**src/rtl/mc_controller_v2_pkg.sv**
```systemverilog
`default_nettype none
// ============================================================================
// Package     : mc_ctrl_pkg
// Description : Shared types and constants for the multi-cycle controller:
//               FSM state encoding, instruction classes, ALU op codes and
//               write-data select encodings.
// Revision    : 2.0 - variable-latency memory, watchdog, HALT/resume
// ============================================================================
package mc_ctrl_pkg;

  typedef enum logic [3:0] {
    ST_IF   = 4'd0,
    ST_DEC  = 4'd1,
    ST_OPF  = 4'd2,
    ST_MRD  = 4'd3,
    ST_MWR  = 4'd4,
    ST_EXM  = 4'd5,
    ST_EXR  = 4'd6,
    ST_WB   = 4'd7,
    ST_MOV  = 4'd8,
    ST_JMP  = 4'd9,
    ST_LDI  = 4'd10,
    ST_HALT = 4'd11,
    ST_ERR  = 4'd12
  } state_t;

  typedef enum logic [3:0] {
    CL_LDA  = 4'd0,
    CL_STA  = 4'd1,
    CL_ANDA = 4'd2,
    CL_ADDA = 4'd3,
    CL_MOV  = 4'd4,
    CL_ANDR = 4'd5,
    CL_ADDR = 4'd6,
    CL_SUBR = 4'd7,
    CL_JZ   = 4'd8,
    CL_LDI  = 4'd9,
    CL_HLT  = 4'd10
  } class_t;

  localparam logic [1:0] c_ALU_PASS = 2'd0;
  localparam logic [1:0] c_ALU_AND  = 2'd1;
  localparam logic [1:0] c_ALU_ADD  = 2'd2;
  localparam logic [1:0] c_ALU_SUB  = 2'd3;

  localparam logic [1:0] c_WD_ALU = 2'b00;
  localparam logic [1:0] c_WD_MEM = 2'b01;
  localparam logic [1:0] c_WD_MOV = 2'b10;

  // Map the top four opcode bits onto an instruction class.
  function automatic class_t decode_class(input logic [3:0] top);
    class_t cls;
    casez (top)
      4'b000?: cls = CL_LDA;
      4'b001?: cls = CL_STA;
      4'b010?: cls = CL_ANDA;
      4'b011?: cls = CL_ADDA;
      4'b1000: cls = CL_MOV;
      4'b1001: cls = CL_ANDR;
      4'b1010: cls = CL_ADDR;
      4'b1011: cls = CL_SUBR;
      4'b110?: cls = CL_JZ;
      4'b1110: cls = CL_LDI;
      default: cls = CL_HLT;
    endcase
    return cls;
  endfunction

  // States that hold a memory request and wait for mem_ready.
  function automatic logic is_mem_state(input state_t s);
    return (s == ST_IF) || (s == ST_OPF) || (s == ST_MRD) || (s == ST_MWR);
  endfunction

endpackage
`default_nettype wire

```
**src/rtl/mc_controller_v2_if.sv**
```systemverilog
`default_nettype none
// ============================================================================
// Interface   : mc_controller_v2_if
// Description : Controller <-> datapath/memory bundle. The master side is the
//               controller; the slave side is the datapath and memory.
// Revision    : 2.0 - variable-latency memory, watchdog, HALT/resume
// ============================================================================
interface mc_controller_v2_if #(
  parameter int OP_W     = 4,
  parameter int ALU_OP_W = 2
);
  logic [OP_W-1:0]     opcode;
  logic                mem_ready;
  logic                resume;

  logic                trld;
  logic                pc_src;
  logic                pc_write;
  logic                iord;
  logic                pc_write_cond;
  logic                mem_write;
  logic                mem_read;
  logic                ir_write;
  logic                ldil;
  logic                reg_src;
  logic                reg_write;
  logic                alu_src_b;
  logic                wr_src;
  logic [1:0]          wd_src;
  logic [ALU_OP_W-1:0] alu_op;
  logic                halted;
  logic                err;

  modport master (
    input  opcode, mem_ready, resume,
    output trld, pc_src, pc_write, iord, pc_write_cond, mem_write, mem_read,
           ir_write, ldil, reg_src, reg_write, alu_src_b, wr_src, wd_src,
           alu_op, halted, err
  );

  modport slave (
    output opcode, mem_ready, resume,
    input  trld, pc_src, pc_write, iord, pc_write_cond, mem_write, mem_read,
           ir_write, ldil, reg_src, reg_write, alu_src_b, wr_src, wd_src,
           alu_op, halted, err
  );
endinterface
`default_nettype wire

```
**src/rtl/mc_controller_v2_wait_timer.sv**
```systemverilog
`default_nettype none
// ============================================================================
// Module      : mc_wait_timer
// Description : Memory-access watchdog counter. Cleared when a memory access
//               starts, incremented on each cycle the access is still waiting.
//               expired flags the last permitted wait cycle.
// Revision    : 2.0 - initial version of the watchdog
// ============================================================================
module mc_wait_timer #(
  parameter int TIMEOUT = 8,
  parameter int TO_W    = 4
) (
  input  logic clk,
  input  logic rst,
  input  logic clr,
  input  logic inc,
  output logic expired
);

  logic [TO_W-1:0] r_cnt;

  // Wait counter: clear has priority; saturates so it never wraps to zero.
  always_ff @(posedge clk or posedge rst) begin
    if (rst) begin
      r_cnt <= '0;
    end else if (clr) begin
      r_cnt <= '0;
    end else if (inc && (r_cnt != '1)) begin
      r_cnt <= r_cnt + 1'b1;
    end
  end

  generate
    if (TIMEOUT > 0) begin : g_wdog
      localparam logic [TO_W-1:0] c_LIMIT = TO_W'(TIMEOUT - 1);
      assign expired = (r_cnt == c_LIMIT);
    end else begin : g_no_wdog
      assign expired = 1'b0;
    end
  endgenerate

endmodule
`default_nettype wire

```
**src/rtl/mc_controller_v2.sv**
```systemverilog
`default_nettype none
// ============================================================================
// Module      : mc_controller_v2
// Description : Multi-cycle control unit for the accumulator/register
//               datapath. Moore FSM with Mealy completion strobes on memory
//               states, memory watchdog with sticky ERR, HALT/resume.
// Revision    : 2.0 - variable-latency memory, watchdog, HALT/resume
// ============================================================================
module mc_controller_v2
  import mc_ctrl_pkg::*;
#(
  parameter int OP_W     = 4,
  parameter int ALU_OP_W = 2,
  parameter int TIMEOUT  = 8,
  parameter int TO_W     = 4
) (
  input  logic                   clk,
  input  logic                   rst,
  mc_controller_v2_if.master     bus
);

  localparam logic [ALU_OP_W-1:0] c_OP_AND = ALU_OP_W'(c_ALU_AND);
  localparam logic [ALU_OP_W-1:0] c_OP_ADD = ALU_OP_W'(c_ALU_ADD);
  localparam logic [ALU_OP_W-1:0] c_OP_SUB = ALU_OP_W'(c_ALU_SUB);

  state_t r_state;
  state_t w_next;
  class_t w_cls;
  logic   w_rdy;
  logic   w_expired;
  logic   w_clr;
  logic   w_inc;

  // Only the top four opcode bits select the class.
  assign w_cls = decode_class(bus.opcode[OP_W-1 -: 4]);

  // A completion during reset must not produce any strobe.
  assign w_rdy = bus.mem_ready & ~rst;

  // Watchdog restarts on entry to a new memory access.
  assign w_clr = is_mem_state(w_next) && (w_next != r_state);
  assign w_inc = is_mem_state(r_state) && !bus.mem_ready;

  mc_wait_timer #(
    .TIMEOUT (TIMEOUT),
    .TO_W    (TO_W)
  ) u_wait_timer (
    .clk     (clk),
    .rst     (rst),
    .clr     (w_clr),
    .inc     (w_inc),
    .expired (w_expired)
  );

  // State register; reset lands in instruction fetch.
  always_ff @(posedge clk or posedge rst) begin
    if (rst) begin
      r_state <= ST_IF;
    end else begin
      r_state <= w_next;
    end
  end

  // Next-state and control decode; every output defaults to inactive.
  always_comb begin
    w_next            = r_state;
    bus.trld          = 1'b0;
    bus.pc_src        = 1'b0;
    bus.pc_write      = 1'b0;
    bus.iord          = 1'b0;
    bus.pc_write_cond = 1'b0;
    bus.mem_write     = 1'b0;
    bus.mem_read      = 1'b0;
    bus.ir_write      = 1'b0;
    bus.ldil          = 1'b0;
    bus.reg_src       = 1'b0;
    bus.reg_write     = 1'b0;
    bus.alu_src_b     = 1'b0;
    bus.wr_src        = 1'b0;
    bus.wd_src        = c_WD_ALU;
    bus.alu_op        = '0;
    bus.halted        = 1'b0;
    bus.err           = 1'b0;

    case (r_state)
      ST_IF: begin
        bus.mem_read = 1'b1;
        if (w_rdy) begin
          bus.ir_write = 1'b1;
          bus.pc_write = 1'b1;
          w_next       = ST_DEC;
        end else if (w_expired) begin
          w_next = ST_ERR;
        end
      end

      ST_DEC: begin
        case (w_cls)
          CL_LDA, CL_STA, CL_ANDA, CL_ADDA, CL_JZ: w_next = ST_OPF;
          CL_MOV:                                  w_next = ST_MOV;
          CL_ANDR, CL_ADDR, CL_SUBR:               w_next = ST_EXR;
          CL_LDI:                                  w_next = ST_LDI;
          default:                                 w_next = ST_HALT;
        endcase
      end

      ST_OPF: begin
        bus.mem_read = 1'b1;
        if (w_rdy) begin
          bus.trld     = 1'b1;
          bus.pc_write = 1'b1;
          case (w_cls)
            CL_LDA, CL_ANDA, CL_ADDA: w_next = ST_MRD;
            CL_STA:                   w_next = ST_MWR;
            CL_JZ:                    w_next = ST_JMP;
            default:                  w_next = ST_IF;
          endcase
        end else if (w_expired) begin
          w_next = ST_ERR;
        end
      end

      ST_MRD: begin
        bus.mem_read = 1'b1;
        bus.iord     = 1'b1;
        bus.reg_src  = 1'b1;
        if ((w_cls == CL_ANDA) || (w_cls == CL_ADDA)) begin
          bus.alu_src_b = 1'b1;
        end
        if (w_rdy) begin
          if (w_cls == CL_LDA) begin
            bus.wd_src    = c_WD_MEM;
            bus.wr_src    = 1'b1;
            bus.reg_write = 1'b1;
            w_next        = ST_IF;
          end else begin
            w_next = ST_EXM;
          end
        end else if (w_expired) begin
          w_next = ST_ERR;
        end
      end

      ST_MWR: begin
        bus.mem_write = 1'b1;
        bus.iord      = 1'b1;
        bus.reg_src   = 1'b1;
        if (w_rdy) begin
          w_next = ST_IF;
        end else if (w_expired) begin
          w_next = ST_ERR;
        end
      end

      ST_EXM: begin
        bus.alu_src_b = 1'b1;
        bus.alu_op    = (w_cls == CL_ADDA) ? c_OP_ADD : c_OP_AND;
        w_next        = ST_WB;
      end

      ST_EXR: begin
        case (w_cls)
          CL_ANDR: bus.alu_op = c_OP_AND;
          CL_ADDR: bus.alu_op = c_OP_ADD;
          default: bus.alu_op = c_OP_SUB;
        endcase
        w_next = ST_WB;
      end

      ST_WB: begin
        bus.wr_src    = 1'b1;
        bus.wd_src    = c_WD_ALU;
        bus.reg_write = 1'b1;
        w_next        = ST_IF;
      end

      ST_MOV: begin
        bus.wd_src    = c_WD_MOV;
        bus.reg_write = 1'b1;
        w_next        = ST_IF;
      end

      ST_JMP: begin
        bus.pc_src        = 1'b1;
        bus.pc_write_cond = 1'b1;
        w_next            = ST_IF;
      end

      ST_LDI: begin
        bus.ldil = 1'b1;
        w_next   = ST_IF;
      end

      ST_HALT: begin
        bus.halted = 1'b1;
        if (bus.resume) begin
          w_next = ST_IF;
        end
      end

      ST_ERR: begin
        bus.err = 1'b1;
      end

      default: begin
        w_next = ST_IF;
      end
    endcase
  end

endmodule
`default_nettype wire

```
**src/flat_wrapper.sv**
```systemverilog
// flat-port wrapper written by rule: the top's interface ports become plain ports
module mc_controller_v2_flat import mc_ctrl_pkg::*;
#(
  parameter int OP_W     = 4,
  parameter int ALU_OP_W = 2,
  parameter int TIMEOUT  = 8,
  parameter int TO_W     = 4
)
  (clk, rst, bus_opcode, bus_mem_ready, bus_resume, bus_trld, bus_pc_src, bus_pc_write, bus_iord, bus_pc_write_cond, bus_mem_write, bus_mem_read, bus_ir_write, bus_ldil, bus_reg_src, bus_reg_write, bus_alu_src_b, bus_wr_src, bus_wd_src, bus_alu_op, bus_halted, bus_err);
  mc_controller_v2_if #(.OP_W(OP_W), .ALU_OP_W(ALU_OP_W)) bus_i ();
  input  logic clk;
  input  logic rst;
  input wire logic [$bits(bus_i.opcode)-1:0] bus_opcode;
  input wire logic [$bits(bus_i.mem_ready)-1:0] bus_mem_ready;
  input wire logic [$bits(bus_i.resume)-1:0] bus_resume;
  output wire logic [$bits(bus_i.trld)-1:0] bus_trld;
  output wire logic [$bits(bus_i.pc_src)-1:0] bus_pc_src;
  output wire logic [$bits(bus_i.pc_write)-1:0] bus_pc_write;
  output wire logic [$bits(bus_i.iord)-1:0] bus_iord;
  output wire logic [$bits(bus_i.pc_write_cond)-1:0] bus_pc_write_cond;
  output wire logic [$bits(bus_i.mem_write)-1:0] bus_mem_write;
  output wire logic [$bits(bus_i.mem_read)-1:0] bus_mem_read;
  output wire logic [$bits(bus_i.ir_write)-1:0] bus_ir_write;
  output wire logic [$bits(bus_i.ldil)-1:0] bus_ldil;
  output wire logic [$bits(bus_i.reg_src)-1:0] bus_reg_src;
  output wire logic [$bits(bus_i.reg_write)-1:0] bus_reg_write;
  output wire logic [$bits(bus_i.alu_src_b)-1:0] bus_alu_src_b;
  output wire logic [$bits(bus_i.wr_src)-1:0] bus_wr_src;
  output wire logic [$bits(bus_i.wd_src)-1:0] bus_wd_src;
  output wire logic [$bits(bus_i.alu_op)-1:0] bus_alu_op;
  output wire logic [$bits(bus_i.halted)-1:0] bus_halted;
  output wire logic [$bits(bus_i.err)-1:0] bus_err;
  assign bus_i.opcode = bus_opcode;
  assign bus_i.mem_ready = bus_mem_ready;
  assign bus_i.resume = bus_resume;
  assign bus_trld = bus_i.trld;
  assign bus_pc_src = bus_i.pc_src;
  assign bus_pc_write = bus_i.pc_write;
  assign bus_iord = bus_i.iord;
  assign bus_pc_write_cond = bus_i.pc_write_cond;
  assign bus_mem_write = bus_i.mem_write;
  assign bus_mem_read = bus_i.mem_read;
  assign bus_ir_write = bus_i.ir_write;
  assign bus_ldil = bus_i.ldil;
  assign bus_reg_src = bus_i.reg_src;
  assign bus_reg_write = bus_i.reg_write;
  assign bus_alu_src_b = bus_i.alu_src_b;
  assign bus_wr_src = bus_i.wr_src;
  assign bus_wd_src = bus_i.wd_src;
  assign bus_alu_op = bus_i.alu_op;
  assign bus_halted = bus_i.halted;
  assign bus_err = bus_i.err;
  mc_controller_v2 #(.OP_W(OP_W), .ALU_OP_W(ALU_OP_W), .TIMEOUT(TIMEOUT), .TO_W(TO_W)) u_core (.clk(clk), .rst(rst), .bus(bus_i));
endmodule
```
**config.mk**
```make
export PLATFORM = sky130hd
export DESIGN_NAME = mc_controller_v2_flat
export DESIGN_NICKNAME = d
export VERILOG_FILES = /design/src/rtl/mc_controller_v2_pkg.sv /design/src/rtl/mc_controller_v2_if.sv /design/src/rtl/mc_controller_v2_wait_timer.sv /design/src/rtl/mc_controller_v2.sv /design/src/flat_wrapper.sv
export SDC_FILE = /design/constraint.sdc
export NUM_CORES = 1
export LEC_CHECK = 0
export ABC_AREA = 0
export CORE_MARGIN = 4
export CORE_UTILIZATION = 43
export CTS_CLUSTER_SIZE = 14
export DETAILED_ROUTE_END_ITERATION = 6
export GPL_TIMING_DRIVEN = 1
export PLACE_DENSITY_LB_ADDON = 0.1
export REMOVE_ABC_BUFFERS = 1
export SETUP_SLACK_MARGIN = 0.02
export SLEW_MARGIN = 0
export SYNTH_ARGS = -nofsm -noshare
export SYNTH_HDL_FRONTEND = slang
export SYNTH_SLANG_ARGS = --single-unit
```
**constraint.sdc**
```tcl
create_clock -name clk -period 2.15 [get_ports clk]
set_clock_uncertainty 0.2 [all_clocks]
set_input_delay 0.3225 -clock clk [delete_from_list [all_inputs] [get_ports clk]]
set_output_delay 0.3225 -clock clk [all_outputs]
set_load 0.03 [all_outputs]
```
==> impl_metrics.csv, run 1 <==
group,metric,value,unit
floorplan,start_util,45.25,%
clock_network,ctsRootBufferMaster,"clkbuf_4",
detailed_routing,first_pass_iters,4,
run_status,status,"complete, but fails checks",
timing,slew_headroom,75.18,%
place,port-buffer-count,26,
timing,setup_viol,8,
run,drv_cap,0,
global_routing,track_usage,21.15,%
clock_network,ctsHtreeMaxLevel,1,
power,clkPwrFrac,5.6,%
cells_and_area,final_layout_size_suffix_gt1_share,51.71,%
power,peakVddDrop,0.9465,mV
cells_and_area,layout.nets,216,
critical_path,critical_path.endpoint_type,"register",
power,p_total,2315,µW
critical_path,worstSetupPathType,"reg -> reg",
detailed_routing,viasPerCell,5.918,
logic_synthesis,async_flop_share,100.0,%
timing,hold_violations,0,
place,routabilityCongestion,0.8877,
clock_network,ctsHoldBuffers,0,
power,power.switching,1073,µW
timing,max_freq,426.1,MHz
critical_path,startpoint_type,"register",
clock_network,cts_tree,"yes",
floorplan,dieArea,0.003164,mm²
timing,rsz0062_at_grt,"true",
logic_synthesis,ys_ff_latch,8,
power,seqPwrFrac,10.3,%
detailed_routing,drtIter0Drc,71,
clock_network,clock-sinks,8,
detailed_routing,wirelength,3.912,mm
logic_synthesis,synth_seq_area_share,20.00,%
global_routing,grt_pass1_vias,1211,
critical_path,critPathMaxFanout,5,
timing,period_share,109.1,%
global_routing,grt_max_degree,16,
clock_network,clkLatencyLatePin,0.27,ns
critical_path,cp.arrival,2.32,ns
logic_synthesis,ys.flop_type,"dfrtp_1",
floorplan,die_w,56.25,µm
detailed_routing,vias,1379,
logic_synthesis,synth_cells,137,
global_routing,grt_pass1_wl,5.416,mm
run_status,violations,"setup timing",
min_path,min_path_type,"in -> async",
clock_network,clock_path_buffers,2,
power,leakage,0.0008234,µW
clock_network,clk_pin_slew_worst_paths,0.06,ns
floorplan,num_rows,17,
clock_network,cts_buffers,3,
timing,fin_ws,-0.1967,ns
timing,hold-worst-slack,0.1039,ns
power,internal_power,1243,µW
global_routing,overflow,0,
place,post-dp-hpwl,2.544,mm
logic_synthesis,syn_area,0.001001,mm²
detailed_routing,drc,0,
logic_synthesis,yosysWarnings,0,
cells_and_area,syn_to_final_growth,82.75,%
timing,min_period,2.347,ns
floorplan,core_area,0.002212,mm²
power,combPwrFrac,84.0,%
logic_synthesis,synth_cell_types,44,
cells_and_area,diodes,0,
detailed_routing,antenna_left,0,
detailed_routing,wire_per_inst,16.79,µm
timing,tightestPinTransition,0.3619,ns
critical_path,required,2.12,ns
timing,slew_violations,0,
logic_synthesis,synth_area_per_cell,7.306,µm²
power,power_density,1266,mW/mm²
power,switching_share,46.32,%
floorplan,die_height,56.25,µm
global_routing,grt_antenna_before_repair,0,
logic_synthesis,synth-edff-count,0,
floorplan,ios,27,
## metal layers
| layer | GRT usage [%] | part of all wire [%] | vias up | routed length [µm] |
|---|---|---|---|---|
| li1 | - | - | 641 | - |
| met1 | 27.16 | 39 | 626 | 1526 |
| met2 | 35.23 | 47 | 80 | 1851 |
| met3 | 4.872 | 8.1 | 32 | 316 |
| met4 | 5.763 | 5.5 | 0 | 217 |
| met5 | 0 | 0 | - | 0 |
## final timing paths
check	depth (start not counted)	from	end	slack [ns]
worst max-delay path	6	u_core.r_state[3]	u_core.u_wait_timer.r_cnt[2]	-0.20
worst min-delay path	3	rst	u_core.r_state[2]	0.10
worst max register to register	6	u_core.r_state[3]	u_core.u_wait_timer.r_cnt[2]	-0.20
worst min register to register	3	u_core.u_wait_timer.r_cnt[3]	u_core.u_wait_timer.r_cnt[3]	0.45
max in group asynchronous	3	rst	u_core.u_wait_timer.r_cnt[0]	1.40
min in group clk	3	u_core.u_wait_timer.r_cnt[3]	u_core.u_wait_timer.r_cnt[3]	0.45
## Yosys cell counts, types with 4 or more instances
cell	n	area, µm²
nand2b_1	8	50.05
o21ai_0	8	40.04
nor2b_1	9	56.30
nor2_1	13	48.80
nand2_1	5	18.77
dfrtp_1	8	200.2
nand3_1	6	30.03
clkbuf_1	5	18.77
a21oi_1	12	60.06
nor3_1	10	50.05
buf_2	4	20.02
## metrics by stage
| step | instances | instance area (µm²) | setup slack [ns] | util [%] | setup TNS [ns] |
|---|---|---|---|---|---|
| final | 233 | 1829 | -0.1967 | 82.69 | -0.8830 |
| after global routing | 233 | 1829 | -0.2707 | 82.69 | -1.985 |
| after CTS | 222 | 1603 | -0.1473 | 72.45 | -0.6811 |
| after detailed placement | 215 | 1454 | -0.4033 | 65.72 | -2.803 |
| after global placement | 215 | 1454 | -0.3327 | 65.72 | -2.450 |
| after floorplan | 124 | 928.4 | -0.2632 | - | -1.000 |
## cell type report
type / count / area [µm²]
Clock buffer: 3 / 22.52
Fill cell: 155 / 382.9
Inverter: 4 / 15.01
Multi-Input combinational cell: 112 / 857.1
Sequential cell: 8 / 200.2
Tap cell: 28 / 35.03
Timing Repair Buffer: 78 / 699.4
## state kept, by name, indices dropped and copies added, names as in the netlist
signal                     count
u_core.u_wait_timer.r_cnt      4
u_core.r_state                 4
## power groups by stage
stage	combinational, µW	sequential (µW)	clock (µW)
floorplan	706	305	0
global placement	1310	231	0
detailed placement	1320	233	0
CTS	1530	230	125
global route	2050	246	138
finish	1950	240	130
## cells in the final DEF (no fill, tap or decap), types with 2 or more instances in the layout
cell	instances
nor2b_4	3
buf_4	56
a21oi_1	8
nand2_1	5
o211ai_1	3
clkbuf_4	3
nand4_1	3
and2_1	2
nor2b_1	5
nor3_1	6
buf_6	8
inv_1	3
nor3_4	2
nand3_1	6
a21oi_2	5
clkdlybuf4s50_1	2
nor2_1	11
o2111ai_1	2
xor2_1	2
nand2b_1	5
or4b_4	2
nand2b_4	2
nor3b_1	2
buf_8	2
o21ai_0	6
clkbuf_16	2
nor3_2	2
dlygate4sd2_1	5
buf_12	2
nor2_4	2
dfrtp_1	8
mux2i_1	2
## worst max-delay path, stage by stage (launching register included)
cell and delay, ns:
dfrtp_1 0.44, or4b_4 0.52, o32a_1 0.21, buf_4 0.15, a311oi_2 0.30, o22ai_2 0.14
a221oi_2 0.29
## what timing repair did
action	4_1_cts	5_1_grt
setup endpoints to repair	13	17
cloned	0	3
gates resized for setup	31	27
hold endpoints to repair	0	0
setup buffers	4	8
pin swaps	10	7
## cells by family after synthesis
family          Yosys count  share of synthesized area [%]
compound gates           37                          25.75
xor+xnor                  3                          2.625
fa+ha+maj                 1                          1.250
buf+inv                  17                          8.750
flops                     8                          20.00
mux                       2                          2.000
simple gates             69                          39.63
Note: power is estimated with default switching activity, not from simulation.
==> inputs of run 2 (changes only) <==
--- a/config.mk
+++ b/config.mk
@@ -7,7 +7,7 @@
 export LEC_CHECK = 0
 export ABC_AREA = 0
 export CORE_MARGIN = 4
-export CORE_UTILIZATION = 43
+export CORE_UTILIZATION = 40
 export CTS_CLUSTER_SIZE = 14
 export DETAILED_ROUTE_END_ITERATION = 6
 export GPL_TIMING_DRIVEN = 1
==> run 2 against run 1 <==
- the run still ends with setup timing left
- critical path depth grew 3
- largest power group unchanged
- non-clock buffer count grew 1
- power shrank 3.2%
- final cell count grew 0.43%
- combinational power shrank 3%
- critical path type unchanged
- critical endpoint is now u_core.u_wait_timer.r_cnt[1]
==> impl_metrics.csv, run 2 (synthesis results as in run 1) <==
group,metric,value,unit
timing,slew_headroom,77.18,%
critical_path,worstSetupPathType,"reg -> reg",
detailed_routing,wirelength,3.787,mm
critical_path,endpoint,"u_core.u_wait_timer.r_cnt[1]",
power,power_density,1212,mW/mm²
detailed_routing,first_pass_iters,4,
timing,max_freq,434.7,MHz
timing,slew_violations,0,
global_routing,grt_antenna_before_repair,0,
clock_network,clock_path_buffers,2,
detailed_routing,drtIter0Drc,55,
place,port-buffer-count,26,
cells_and_area,reg_top3,"u_core.r_state (4), u_core.u_wait_timer.r_cnt (4)",
critical_path,reg2regPathDepth,9,
run,drv_cap,0,
clock_network,clock-sinks,8,
timing,hold_violations,0,
detailed_routing,wire_per_inst,16.18,µm
critical_path,critPathMaxFanout,3,
clock_network,cts_tree,"yes",
clock_network,ctsHoldBuffers,0,
detailed_routing,vias,1357,
critical_path,r2r_start,"u_core.u_wait_timer.r_cnt[0]",
global_routing,met3_usage,5.791,%
cells_and_area,fin_area,0.001851,mm²
clock_network,ctsRootBufferMaster,"clkbuf_4",
place,placed_area,0.001499,mm²
global_routing,grt_max_degree,12,
cells_and_area,diodes,0,
floorplan,core_area,0.002297,mm²
cells_and_area,layout.nets,217,
critical_path,cp.arrival,2.27,ns
place,post-dp-hpwl,2.634,mm
floorplan,die_w,58.03,µm
clock_network,ctsHtreeMaxLevel,1,
global_routing,grt_busiest_layer,"met2",
power,leakage,0.0008300,µW
cells_and_area,final_layout_size_suffix_gt1_share,54.85,%
power,p_total,2242,µW
detailed_routing,viasPerCell,5.799,
min_path,min_path_type,"in -> async",
timing,timing.setup.tns,-0.5722,ns
critical_path,required,2.12,ns
floorplan,die_height,58.03,µm
power,peakVddDrop,1.180,mV
critical_path,critical_path.endpoint_type,"register",
global_routing,overflow,0,
critical_path,startpoint,"u_core.u_wait_timer.r_cnt[0]",
run_status,violations,"setup timing",
cells_and_area,syn_to_final_growth,84.87,%
place,routabilityCongestion,0.8646,
clock_network,clkLatencyLatePin,0.26,ns
timing,min_period,2.300,ns
timing,rsz0062_at_grt,"true",
cells_and_area,layout_commonest_cell,"buf_4",
timing,period_share,107.0,%
run_status,status,"complete, but fails checks",
clock_network,cts_buffers,3,
critical_path,reg2reg_slack,-0.15,ns
global_routing,use_met2,35.16,%
global_routing,grt_pass1_vias,1255,
critical_path,startpoint_type,"register",
detailed_routing,antenna_left,0,
cells_and_area,layout_common_cells,"54 x buf_4, 15 x buf_6, 9 x nor2_1, 8 x dfrtp_1",
floorplan,start_util,43.57,%
critical_path,rr_endpoint,"u_core.u_wait_timer.r_cnt[1]",
timing,setup_viol,5,
clock_network,clk_pin_slew_worst_paths,0.06,ns
timing,tightestPinTransition,0.3423,ns
cells_and_area,final_util,80.56,%
global_routing,grt_pass1_wl,5.816,mm
floorplan,num_rows,17,
global_routing,use_met1,29.51,%
global_routing,track_usage,22.10,%
detailed_routing,drc,0,
floorplan,dieArea,0.003367,mm²
timing,fin_ws,-0.1504,ns
floorplan,ios,27,
-- run 2: changes by cell type in the layout (fill, tap and decap cells not counted), sizes merged --
cell and delta:
buf +2, dlygate4sd2 -1
-- run 2: worst max-delay path, cell delays in order (launching register included) --
cell and delay (ns):
dfrtp_1 0.39, ha_2 0.19, and3b_2 0.22, buf_4 0.16, nor3_1 0.21, o211ai_1 0.17
o211ai_1 0.20, o22ai_2 0.16, buf_4 0.18, a21oi_2 0.13
-- run 2: stage by stage --
| stage | instances | setup WS, ns | hold slack [ns] |
|---|---|---|---|
| CTS | 226 | -0.1179 | 0.1507 |
| finish | 234 | -0.1504 | 0.1602 |
| global placement | 221 | -0.3739 | 0.3993 |
| detailed placement | 221 | -0.3950 | 0.3990 |
| floorplan | 124 | -0.2632 | -0.06184 |
| global route | 234 | -0.2833 | 0.1915 |
-- run 2: report_power, final --
group          total (µW)  switching [µW]  leakage, µW  internal [µW]
sequential            239            41.1     0.000106            198
clock                 115            51.3    0.0000138           63.9
combinational        1890             977     0.000710            911
total                2240            1070     0.000830           1170
-- run 2: metal layers --
metal	part of all wire, %	up-vias
li1	-	639
met1	42	635
met2	49	75
met3	7.5	8
met4	1.7	0
met5	0	-
-- run 2: what timing repair did --
item,in CTS,in global routing
pin swaps,11,14
setup buffers,2,7
endpoints found under the setup margin,16,16
resized for setup,32,36
gates cloned,0,2
-- run 2: layout make-up --
cell class,instances,area (µm²)
inverter,4,15.01
sequential,8,200.2
timing repair buffer,79,684.4
tap,28,35.03
clock buffer,3,22.52
multi-input combinational,112,893.4
fill,174,446.7
-- run 2: worst min-delay path by stage --
stage,startpoint,end
CTS,rst,u_core.r_state[3]
floorplan,rst,u_core.r_state[0]
global placement,u_core.u_wait_timer.r_cnt[3],u_core.u_wait_timer.r_cnt[3]
global route,rst,u_core.r_state[3]
detailed placement,u_core.u_wait_timer.r_cnt[3],u_core.u_wait_timer.r_cnt[3]
finish,rst,u_core.r_state[3]
==> RTL edit 1, RTL diff (config.mk and constraints of run 1) <==
`ALU_OP_W` is set to 2 in 3 places; all go to 4.
--- a/src/rtl/mc_controller_v2_if.sv
+++ b/src/rtl/mc_controller_v2_if.sv
@@ -7,7 +7,7 @@
 // ============================================================================
 interface mc_controller_v2_if #(
   parameter int OP_W     = 4,
-  parameter int ALU_OP_W = 2
+  parameter int ALU_OP_W = 4
 );
   logic [OP_W-1:0]     opcode;
   logic                mem_ready;
--- a/src/rtl/mc_controller_v2.sv
+++ b/src/rtl/mc_controller_v2.sv
@@ -10,7 +10,7 @@
   import mc_ctrl_pkg::*;
 #(
   parameter int OP_W     = 4,
-  parameter int ALU_OP_W = 2,
+  parameter int ALU_OP_W = 4,
   parameter int TIMEOUT  = 8,
   parameter int TO_W     = 4
 ) (
--- a/src/flat_wrapper.sv
+++ b/src/flat_wrapper.sv
@@ -2,7 +2,7 @@
 module mc_controller_v2_flat import mc_ctrl_pkg::*;
 #(
   parameter int OP_W     = 4,
-  parameter int ALU_OP_W = 2,
+  parameter int ALU_OP_W = 4,
   parameter int TIMEOUT  = 8,
   parameter int TO_W     = 4
 )
Interface: changed (resized bus_alu_op); port bits go from 27 to 29. No check against the original RTL was run, so the function may have changed too.
==> RTL edit 1 against run 1 <==
- the flow still finishes with violations (negative setup slack)
- final cell count is 0.86% lower
- routed wire length shrank 12%
- highest routed layer unchanged
- total power shrank 16%
- first-iteration DRC count is 30% lower
- setup slack improved by 0.066 ns
- sequential cell count stayed put
- largest cell class unchanged
- largest power group unchanged
- critical path type unchanged
- area after synthesis rose by 1.9%
- die area increased by 1.6%
- final area shrank 8.1%
==> RTL edit 1: results (changes against run 1) <==
Leak Pwr 0.765 nW (was 0.823 nW); hold slack 0.115 ns (was 0.104 ns); hpwl dp 2620 um (was 2540 um); Final Wtd Congestion 0.961 (was 0.888); Area contributors post-synth dfrtp_1 (20%), a21oi_1 (5.9%), nor2b_1 (5.5%), nand2b_1 (4.9%), nor3_1 (4.9%) (was dfrtp_1 (20%), a21oi_1 (6.0%), nor2b_1 (5.6%), nand2b_1 (5.0%), nor3_1 (5.0%)); Post-Synth Adder-Cell Area 0.0123 (was 0.0125); met2 wire len 1630 um (was 1850 um); initial DRC count 50 (was 71); M1 WL 1550 um (was 1530 um); Compound-Gate Fraction of Synth Area 0.253 (was 0.258); Setup TNS -0.597 ns (was -0.883 ns); clock group total power 0.118 mW (was 0.130 mW); Placement Setup Slack -0.353 ns (was -0.403 ns); mux share of post-synthesis cell area 0.0196 (was 0.0200); CP Launch Point u_core.r_state[2] (was u_core.r_state[3]); via count 1,325 (was 1,379); nets 214 (was 216); Worst Hold Class in -> async (unchanged); met1 Track Usage GR 0.281 (was 0.272); met3 WL 214 um (was 316 um); critical path arrival 2.25 ns (was 2.32 ns); routed length per placed instance 14.9 um (was 16.8 um); pwr dens 1160 mW/mm^2 (was 1270 mW/mm^2); failing checks negative setup slack (unchanged); worst r2r dst u_core.u_wait_timer.r_cnt[2] (unchanged); Num CTS Buffers 3 (unchanged); CP max stage delay 0.53 ns; average cell area after synthesis 7.28 um^2 (was 7.31 um^2); largest net degree at the start of global routing 17 (was 16); filler instances 193 (was 155); Unique masters post-synth 45 (was 44); overall routing resource usage 0.210 (was 0.212); first-pass GRT wire length 5400 um (was 5420 um); final setup violation count 8 (unchanged); crit path max fanout 4 (was 5); post-synthesis sequential area ratio 0.196 (was 0.200); Reg clk slew, reported paths 0.06 ns (about the same); setup ws final -0.131 ns (was -0.197 ns); xor/xnor cell area share of the yosys netlist 0.0258 (was 0.0262); Via density 5.74 (was 5.92); power in sequential cells 0.234 mW (was 0.240 mW); status finished with violations (unchanged); layout cells sized above 1 0.483 (was 0.517); DP Area 0.00150 mm^2 (was 0.00145 mm^2); VDD IR-drop max 831 uV (was 947 uV); placed insts 222 (was 215); Net Sw Power 0.959 mW (was 1.07 mW); M2 GR Usage 0.342 (was 0.352); met3 usage in global routing 0.0460 (was 0.0487)
RTL edit 1: kinds of logic after synthesis:
logic type                 after synthesis
muxes                                    2
other                                    1
DFF                                      8
xor gates and xnor gates                 3
AOI/OAI and AO/OA                       37
adders and majority gates                1
buffers and inverters                   19
and+or+nand+nor                         69
RTL edit 1: cell type report:
class / instances / area [um^2] / area share
inverter: 4 / 15.0 / 0.00893
timing repair buffer: 74 / 586 / 0.348
multi-input combinational: 114 / 823 / 0.490
clock buffer: 3 / 22.5 / 0.0134
sequential: 8 / 200 / 0.119
tap: 28 / 35.0 / 0.0208
RTL edit 1: worst max-delay path: cells and delay by family, from the launching register on:
family | cells | cell delay [ns]
flops | 1 | 0.42
buf+inv | 1 | 0.15
simple gates | 1 | 0.53
compound gates | 4 | 0.90
RTL edit 1: timing repair:
action	4_1_cts	5_1_grt
pin swaps	8	6
resized for setup	16	22
endpoints found under the hold margin	0	0
endpoints found under the setup margin	15	18
setup buffers	5	1
==> RTL edit 2, RTL diff (settings of run 1) <==
Made on the original files. Make the reset (`rst`) synchronous in 2 clocked blocks.
--- a/src/rtl/mc_controller_v2_wait_timer.sv
+++ b/src/rtl/mc_controller_v2_wait_timer.sv
@@ -20,7 +20,7 @@
   logic [TO_W-1:0] r_cnt;
 
   // Wait counter: clear has priority; saturates so it never wraps to zero.
-  always_ff @(posedge clk or posedge rst) begin
+  always_ff @(posedge clk) begin
     if (rst) begin
       r_cnt <= '0;
     end else if (clr) begin
--- a/src/rtl/mc_controller_v2.sv
+++ b/src/rtl/mc_controller_v2.sv
@@ -53,7 +53,7 @@
   );
 
   // State register; reset lands in instruction fetch.
-  always_ff @(posedge clk or posedge rst) begin
+  always_ff @(posedge clk) begin
     if (rst) begin
       r_state <= ST_IF;
     end else begin
Formal check against the unedited RTL: differs if rst is asserted again (counterexample within 4 cycles, from zero or initial values and one cycle with rst high); with rst held inactive, the same outputs for 10 cycles.
==> RTL edit 2 against run 1 <==
- the flow still finishes with violations (negative setup slack)
- fmax up 4.7%
- critical path type unchanged
- final area down 6.6%
- setup slack improved by 0.11 ns
- global-route usage up 1.7 points
- sequential share of layout area down 1.2 points
- synthesized cell count up 7.3%
- count of clock-buffer cells in the layout unchanged
- sequential cell count stayed put
- area after synthesis up 1.1%
- largest cell class unchanged
- routed wire length is 3.5% lower
Power is not compared: it rests on default switching activity, and its combinational part moved more than twofold at a synthesized area within 25%.
==> RTL edit 2: results (changes against run 1) <==
failing checks negative setup slack (unchanged); Setup TNS -0.513 ns (was -0.883 ns); first-pass GRT wire length 5970 um (was 5420 um); Leak Pwr 0.785 nW; largest net degree at the start of global routing 18 (was 16); initial DRC count 53 (was 71); Clock Latency Late Sink 0.25 ns (was 0.27 ns); Worst-Margin Slew 0.422 ns (was 0.362 ns); status finished with violations (unchanged); critical path arrival 2.18 ns (was 2.32 ns); final setup violation count 7 (was 8); synthesized instance count 147 (was 137); Clock Tree Buf Depth 2 (unchanged); nets 222 (was 216); post-synthesis sequential area ratio 0.158 (was 0.200); routed length per placed instance 15.8 um (was 16.8 um); setup ws final -0.0915 ns (was -0.197 ns); DRT Pass-1 Iters 5 (was 4); Via density 5.87 (was 5.92); Worst Hold Class in -> reg (was in -> async); Sequential Area 166 um^2 (was 200 um^2); Unique masters post-synth 50 (was 44); hpwl dp 2500 um (was 2540 um); vias in the first global route 1,299 (was 1,211); Placement Setup Slack -0.534 ns (was -0.403 ns); crit path max fanout 4 (was 5); overall routing resource usage 0.229 (was 0.212); layout cells sized above 1 0.479 (was 0.517)
RTL edit 2: final timing paths:
check                                    start                      endpoint  slack (ns)  depth (start not counted)
setup / recovery             u_core.r_state[3]  u_core.u_wait_timer.r_cnt[2]       -0.09                          8
hold / removal                             rst             u_core.r_state[0]        0.36                          3
setup reg to reg             u_core.r_state[3]  u_core.u_wait_timer.r_cnt[2]       -0.09                          8
hold reg to reg   u_core.u_wait_timer.r_cnt[1]  u_core.u_wait_timer.r_cnt[1]        0.41                          2
RTL edit 2: cells by family (layout without fill, tap and decap cells):
family | Yosys count | count (layout) | share of synthesized area
adder cells (fa/ha/maj) | 1 | 1 | 0.0124
buffers and inverters | 18 | 82 | 0.0803
AO/OA/AOI/OAI | 41 | 41 | 0.282
XOR/XNOR | 2 | 2 | 0.0173
multiplexers | 1 | 1 | 0.00989
flip-flops | 8 | 8 | 0.158
AND/OR/NAND/NOR | 76 | 76 | 0.440
RTL edit 2: power breakdown:
group	internal, mW	switching (mW)
logic	0.226	0.242
registers	0.162	0.0139
clock network	0.0638	0.0503
total	0.452	0.306
RTL edit 2: final cells by class:
type / instances / area share
Inverter: 6 / 0.0132
Sequential cell: 8 / 0.0974
Tap cell: 28 / 0.0205
Multi-Input combinational cell: 121 / 0.510
Timing Repair Buffer: 73 / 0.346
Clock buffer: 3 / 0.0132
RTL edit 2: timing repair:
action                                  4_1_cts  5_1_grt
endpoints found under the setup margin       15       14
pin swaps                                    10        3
gates resized for setup                      33       15
hold endpoints to repair                      0        0
buffers inserted                              9        3
RTL edit 2: routing by layer:
| layer | wire [um] | GRT usage |
|---|---|---|
| met5 | 0 | 0 |
| met4 | 48 | 0.0237 |
| met3 | 311 | 0.0713 |
| met2 | 1850 | 0.391 |
| met1 | 1570 | 0.289 |
RTL edit 2: worst max-delay path, stage by stage (launching register included):
cell and delay, ns:
dfxtp_2 0.33, or4b_4 0.54, buf_4 0.16, o22a_1 0.19, o211ai_1 0.22, buf_4 0.16, o21ai_1 0.08, nand4_2 0.15
a21oi_1 0.09
